**config.mk**
```make
export PLATFORM = sky130hd
export DESIGN_NAME = axis_frame_gen
export DESIGN_NICKNAME = d
export VERILOG_FILES = /design/src/rtl/axis_frame_gen.sv
export SDC_FILE = /design/constraint.sdc
export NUM_CORES = 1
export LEC_CHECK = 0
export CORE_AREA = 2 2 150 152
export DETAILED_ROUTE_END_ITERATION = 8
export DIE_AREA = 0 0 152 154
export GPL_TIMING_DRIVEN = 0
export SYNTH_ARGS = -nofsm -noshare
export SYNTH_HDL_FRONTEND = slang
export SYNTH_SLANG_ARGS = --single-unit
```
**constraint.sdc**
```tcl
create_clock -name m_axis_aclk -period 4.1 [get_ports m_axis_aclk]
set_input_delay 1.025 -clock m_axis_aclk [delete_from_list [all_inputs] [get_ports m_axis_aclk]]
set_output_delay 1.025 -clock m_axis_aclk [all_outputs]
set_load 0.02 [all_outputs]
```
**src/rtl/axis_frame_gen.sv**
```systemverilog
// AXI4-Stream video frame generator: one frame of img_vsize lines x img_hsize
// pixels per start pulse, with SOF on tuser, EOL on tlast and idle gaps between lines.
module axis_frame_gen #(
    parameter int DATA_W = 24,
    parameter int SIZE_W = 12,
    parameter int HBLANK = 4
) (
    input  logic              m_axis_aclk,
    input  logic              m_axis_aresetn,
    input  logic              start,
    input  logic [SIZE_W-1:0] img_hsize,
    input  logic [SIZE_W-1:0] img_vsize,
    input  logic [1:0]        pattern_sel,
    input  logic [DATA_W-1:0] fill_value,
    output logic [DATA_W-1:0] m_axis_tdata,
    output logic              m_axis_tvalid,
    input  logic              m_axis_tready,
    output logic              m_axis_tlast,
    output logic              m_axis_tuser,
    output logic              busy,
    output logic              frm_done
);

    localparam int CNT_W = (HBLANK > 1) ? $clog2(HBLANK) : 1;
    localparam logic [SIZE_W-1:0] ZERO = SIZE_W'(0);
    localparam logic [SIZE_W-1:0] ONE  = SIZE_W'(1);
    localparam logic [CNT_W-1:0]  LAST_BLANK = CNT_W'(HBLANK - 1);

    typedef enum logic [1:0] {
        ST_IDLE   = 2'd0,
        ST_ACTIVE = 2'd1,
        ST_GAP    = 2'd2,
        ST_DONE   = 2'd3
    } state_t;

    state_t             state_r, state_s;
    logic [SIZE_W-1:0]  x_r, x_s, y_r, y_s;
    logic [SIZE_W-1:0]  hmax_r, hmax_s, vmax_r, vmax_s;
    logic [1:0]         pat_r, pat_s;
    logic [DATA_W-1:0]  fill_r, fill_s;
    logic [CNT_W-1:0]   blank_cnt_r, blank_cnt_s;
    logic [DATA_W-1:0]  tdata_r, tdata_s;
    logic               tvalid_r, tvalid_s, tlast_r, tlast_s, tuser_r, tuser_s;
    logic               busy_r, busy_s, done_r, done_s;

    // x+y is formed one bit wider than the counters, then sized to the pixel word.
    function automatic logic [DATA_W-1:0] pixel_f(
        input logic [1:0]        sel,
        input logic [SIZE_W-1:0] x,
        input logic [SIZE_W-1:0] y,
        input logic [DATA_W-1:0] fill
    );
        logic [SIZE_W:0] sum_s;
        sum_s = {1'b0, x} + {1'b0, y};
        case (sel)
            2'd0:    pixel_f = DATA_W'(x);
            2'd1:    pixel_f = DATA_W'(y);
            2'd2:    pixel_f = DATA_W'(sum_s);
            2'd3:    pixel_f = fill;
            default: pixel_f = fill;
        endcase
    endfunction

    // Next-state and next-output logic; outputs are precomputed for the following cycle.
    always_comb begin
        state_s     = state_r;
        x_s         = x_r;
        y_s         = y_r;
        hmax_s      = hmax_r;
        vmax_s      = vmax_r;
        pat_s       = pat_r;
        fill_s      = fill_r;
        blank_cnt_s = blank_cnt_r;
        tdata_s     = tdata_r;
        tvalid_s    = 1'b0;
        tlast_s     = 1'b0;
        tuser_s     = 1'b0;
        busy_s      = busy_r;
        done_s      = 1'b0;
        case (state_r)
            ST_IDLE: begin
                busy_s = 1'b0;
                if (start && (img_hsize != ZERO) && (img_vsize != ZERO)) begin
                    state_s  = ST_ACTIVE;
                    x_s      = ZERO;
                    y_s      = ZERO;
                    hmax_s   = img_hsize - ONE;
                    vmax_s   = img_vsize - ONE;
                    pat_s    = pattern_sel;
                    fill_s   = fill_value;
                    tdata_s  = pixel_f(pattern_sel, ZERO, ZERO, fill_value);
                    tvalid_s = 1'b1;
                    tuser_s  = 1'b1;
                    tlast_s  = (img_hsize == ONE);
                    busy_s   = 1'b1;
                end else begin
                    state_s = ST_IDLE;
                end
            end
            ST_ACTIVE: begin
                busy_s = 1'b1;
                if (!m_axis_tready) begin
                    tvalid_s = 1'b1;
                    tlast_s  = tlast_r;
                    tuser_s  = tuser_r;
                end else if (x_r != hmax_r) begin
                    x_s      = x_r + ONE;
                    tdata_s  = pixel_f(pat_r, x_r + ONE, y_r, fill_r);
                    tvalid_s = 1'b1;
                    tlast_s  = ((x_r + ONE) == hmax_r);
                end else if (y_r == vmax_r) begin
                    state_s = ST_DONE;
                    done_s  = 1'b1;
                end else if (HBLANK == 0) begin
                    x_s      = ZERO;
                    y_s      = y_r + ONE;
                    tdata_s  = pixel_f(pat_r, ZERO, y_r + ONE, fill_r);
                    tvalid_s = 1'b1;
                    tlast_s  = (hmax_r == ZERO);
                end else begin
                    state_s     = ST_GAP;
                    blank_cnt_s = CNT_W'(0);
                end
            end
            ST_GAP: begin
                busy_s = 1'b1;
                if (blank_cnt_r == LAST_BLANK) begin
                    state_s  = ST_ACTIVE;
                    x_s      = ZERO;
                    y_s      = y_r + ONE;
                    tdata_s  = pixel_f(pat_r, ZERO, y_r + ONE, fill_r);
                    tvalid_s = 1'b1;
                    tlast_s  = (hmax_r == ZERO);
                end else begin
                    blank_cnt_s = blank_cnt_r + CNT_W'(1);
                end
            end
            ST_DONE: begin
                busy_s  = 1'b0;
                state_s = ST_IDLE;
            end
            default: begin
                busy_s  = 1'b0;
                state_s = ST_IDLE;
            end
        endcase
    end

    // State, counters, latched frame parameters and registered AXIS outputs.
    always_ff @(posedge m_axis_aclk or negedge m_axis_aresetn) begin
        if (!m_axis_aresetn) begin
            state_r     <= ST_IDLE;
            x_r         <= ZERO;
            y_r         <= ZERO;
            hmax_r      <= ZERO;
            vmax_r      <= ZERO;
            pat_r       <= 2'd0;
            fill_r      <= {DATA_W{1'b0}};
            blank_cnt_r <= CNT_W'(0);
            tdata_r     <= {DATA_W{1'b0}};
            tvalid_r    <= 1'b0;
            tlast_r     <= 1'b0;
            tuser_r     <= 1'b0;
            busy_r      <= 1'b0;
            done_r      <= 1'b0;
        end else begin
            state_r     <= state_s;
            x_r         <= x_s;
            y_r         <= y_s;
            hmax_r      <= hmax_s;
            vmax_r      <= vmax_s;
            pat_r       <= pat_s;
            fill_r      <= fill_s;
            blank_cnt_r <= blank_cnt_s;
            tdata_r     <= tdata_s;
            tvalid_r    <= tvalid_s;
            tlast_r     <= tlast_s;
            tuser_r     <= tuser_s;
            busy_r      <= busy_s;
            done_r      <= done_s;
        end
    end

    assign m_axis_tdata  = tdata_r;
    assign m_axis_tvalid = tvalid_r;
    assign m_axis_tlast  = tlast_r;
    assign m_axis_tuser  = tuser_r;
    assign busy          = busy_r;
    assign frm_done      = done_r;

endmodule

```
==> qor.txt <==
vias in the first global route: 6350
period utilization: 0.872
FP Rows: 54
Max IR drop VDD: 0.209 mV
DP Area: 0.00828 mm2
Largest stage delay, worst path: 530 ps
Remaining Overflow, GRT: 0
critical path peak fanout: 10
Routed Wire Length: 22.1 mm
outcome: complete, no violations
Data arrival, critical path: 3880 ps
critical path required time: 4400 ps
final std cells w/o fill: 1222
H-tree lvl count: 3
CTS root buf: clkbuf_16
CP Launch Type: input port
Hold Path Cell Cnt: 2
# IOs: 83
total number of vias: 6629
synthesized area per cell: 8.40 um2
critical path cell sequence: clkdlybuf4s50_1 -> inv_1 -> ha_1 -> nor4b_2 -> a41oi_1 -> and2_1 -> and2_1 -> clkbuf_1 -> clkbuf_1 -> nand2_1 -> nand2_1
setup slack, reg-to-reg: 570 ps
worst setup path endpoint: fill_r[10]
Num CTS Buffers: 9
critical path endpoint category: register
largest net degree at the start of global routing: 56
GPL Wtd Cong: 0.917
reg2reg end: m_axis_tdata[10]
n_diodes: 0
syn nets: 927
max_cap viols: 0
Leak: 3.70 nW
die extent in x: 152 um
launch point of the worst reg-to-reg path: x_r[1]
Max Slew Vio Count: 0
share of cells above drive strength 1: 0.0605
cell count after synthesis: 843
DRT Pass-1 Iters: 7
R2R depth: 10
design area: 0.00861 mm2
hold buffer count at cts: 0
post-layout util: 0.397
final hold slack: 481 ps
CTS resizes: 0
DR vias/cell: 5.42
initial core utilization: 0.326
initial antenna violation count: 0
Area Overhead vs Synth: 21.6%
synth warn: 0
placed cell count: 1206
CTS tree: done
Die H: 154 um
Routed Antenna Nets: 0
core area: 0.0217 mm2
DRT iter0 DRCs: 497
routed length per instance: 18.1 um
asr flop ratio synth: 1.00
Setup Skew: 16.6 ps
first-pass GRT wire length: 35.2 mm
Hold/Removal Path Class: register to register
Seq/Total Area, Yosys: 0.378
Synth Register Bits: 107
clk_lat worst skew: 370 ps
post-synthesis cell type count: 68
Critical Path Source: img_vsize[0]
Setup Buffers After CTS: 0
Hold Vio Cnt, Final: 0
DRC viols: 0
EDFF count, synth: 0
die area: 0.0234 mm2
post-detail-place hpwl: 16.8 mm
slowest cell on the critical path: clkdlybuf4s50_1
Buffers on Ports: 82
unrepaired setup endpoints after global routing: no
Top FF cell, synth: dfrtp_1
Mapped Area: 0.00708 mm2
slew margin rel.: 0.545
P per Cell Area: 534 mW/mm2
Setup CP Type: input port to register
Final Setup Violations: 0
global router's overall resource usage: 0.189
Num Clock Sinks: 107
fmax: 280 MHz
Max Buffers Root-to-Sink: 2
CTS clk-pin slew, worst paths: 80 ps
Nets: 1021
min cycle time layout: 3580 ps
Worst-Margin Slew: 677 ps
==> state kept, by name, indices dropped and copies added, names as in the netlist, 2 cells and up <==
signal,flops
x_r,12
vmax_r,12
fill_r,24
m_axis_tdata,24
hmax_r,12
pat_r,2
state_r,2
blank_cnt_r,2
y_r,12
==> cells in the final DEF (no fill, tap or decap), types with 8 or more instances in the layout <==
master | synthesis | final
nand2_1 | 173 | 173
dfrtp_1 | 107 | 107
o21ai_0 | 92 | 92
clkdlybuf4s50_1 | 0 | 81
xor2_1 | 35 | 35
clkbuf_1 | 32 | 32
xnor2_1 | 32 | 32
nor2_1 | 32 | 32
ha_1 | 29 | 29
inv_1 | 25 | 25
a21oi_1 | 25 | 25
nand3_1 | 20 | 20
a22oi_1 | 19 | 19
buf_2 | 17 | 17
a211oi_1 | 15 | 15
nand4_1 | 12 | 12
nor4_1 | 12 | 12
nor3_1 | 11 | 11
a31oi_1 | 11 | 11
o31ai_1 | 11 | 11
nand2b_1 | 10 | 10
a22o_1 | 10 | 10
clkbuf_16 | 0 | 9
and3_1 | 8 | 8
a221oi_1 | 8 | 8
==> critical path, delay by kind of cell <==
family,cells,cell delay [ps]
AO/OA/AOI/OAI,1,390
adder cells (fa/ha/maj),1,210
buffers and inverters,4,1490
AND/OR/NAND/NOR,5,760
==> worst min-delay path by stage <==
stage / to / slack (ps) / startpoint
5_1_grt: m_axis_tdata[13] / 510 / m_axis_tdata[13]
2_1_floorplan: fill_r[0] / 450 / fill_r[0]
3_3_place_gp: fill_r[14] / 460 / fill_r[14]
4_1_cts: m_axis_tdata[22] / 490 / m_axis_tdata[22]
3_5_place_dp: fill_r[2] / 460 / fill_r[2]
6_report: m_axis_tdata[17] / 480 / m_axis_tdata[17]
==> layout make-up <==
type                       count  area [um2]
timing repair buffer          83         850
tap                          280         350
buffer                        56         250
clock buffer                   9         225
sequential                   107        2680
multi-input combinational    655        4060
inverter                      25        93.8
clock inverter                 7         103
fill                        2222       13100
==> synthesized netlist by cell type (all sizes together), types with 3 or more instances <==
| master | count | area share |
|---|---|---|
| or2 | 4 | 0.0035 |
| clkbuf | 32 | 0.017 |
| xor2 | 35 | 0.043 |
| a22o | 10 | 0.012 |
| o21ai | 93 | 0.066 |
| or4 | 5 | 0.0053 |
| a21o | 6 | 0.0064 |
| a22oi | 19 | 0.020 |
| o41ai | 4 | 0.0049 |
| a221o | 4 | 0.0057 |
| nand4 | 13 | 0.012 |
| nor4 | 13 | 0.014 |
| inv | 25 | 0.013 |
| nand2b | 10 | 0.0088 |
| a31oi | 11 | 0.0097 |
| buf | 24 | 0.018 |
| a21oi | 25 | 0.018 |
| nand3 | 20 | 0.014 |
| mux2i | 5 | 0.0071 |
| o21a | 3 | 0.0032 |
| nor3 | 11 | 0.0078 |
| xnor2 | 32 | 0.040 |
| dfrtp | 107 | 0.38 |
| and2 | 6 | 0.0053 |
| a221oi | 8 | 0.0099 |
| a211oi | 17 | 0.019 |
| nand2 | 173 | 0.092 |
| nor2b | 6 | 0.0053 |
| or3 | 6 | 0.0057 |
| and3 | 8 | 0.0071 |
| o31ai | 11 | 0.012 |
| ha | 29 | 0.051 |
| nor2 | 32 | 0.017 |
| o211ai | 3 | 0.0032 |
==> power breakdown <==
group	switching, mW	total, mW	internal (mW)
Clock	0.466	0.964	0.497
Combinational	1.22	1.96	0.739
Sequential	0.278	1.67	1.39
==> metal layers <==
metal,vias up,track usage,wire (um)
li1,3213,-,-
met1,3123,0.274,10700
met2,250,0.291,9500
met3,43,0.0304,1340
met4,0,0.0556,514
met5,-,0,0
==> cells by family (layout without fill, tap and decap cells) <==
logic type,count (synthesis),in the layout,share of synthesized area
and+or+nand+nor,316,316,0.210
AOI/OAI and AO/OA,236,236,0.218
DFF,107,107,0.378
buffers and inverters,81,180,0.0486
xor gates and xnor gates,67,67,0.0829
adders and majority gates,30,30,0.0541
muxes,6,6,0.00866
==> metrics by stage <==
| stage | TNS [ps] | worst slack (ps) | power (mW) |
|---|---|---|---|
| after global placement | -252680 | -2370 | 3.61 |
| after global routing | 0 | 317 | 4.91 |
| after CTS | 0 | 501 | 4.61 |
| final | 0 | 523 | 4.60 |
| after floorplan | 0 | 1200 | 2.85 |
| after detailed placement | 0 | 119 | 3.64 |
Power figures use the tool's default switching activity.
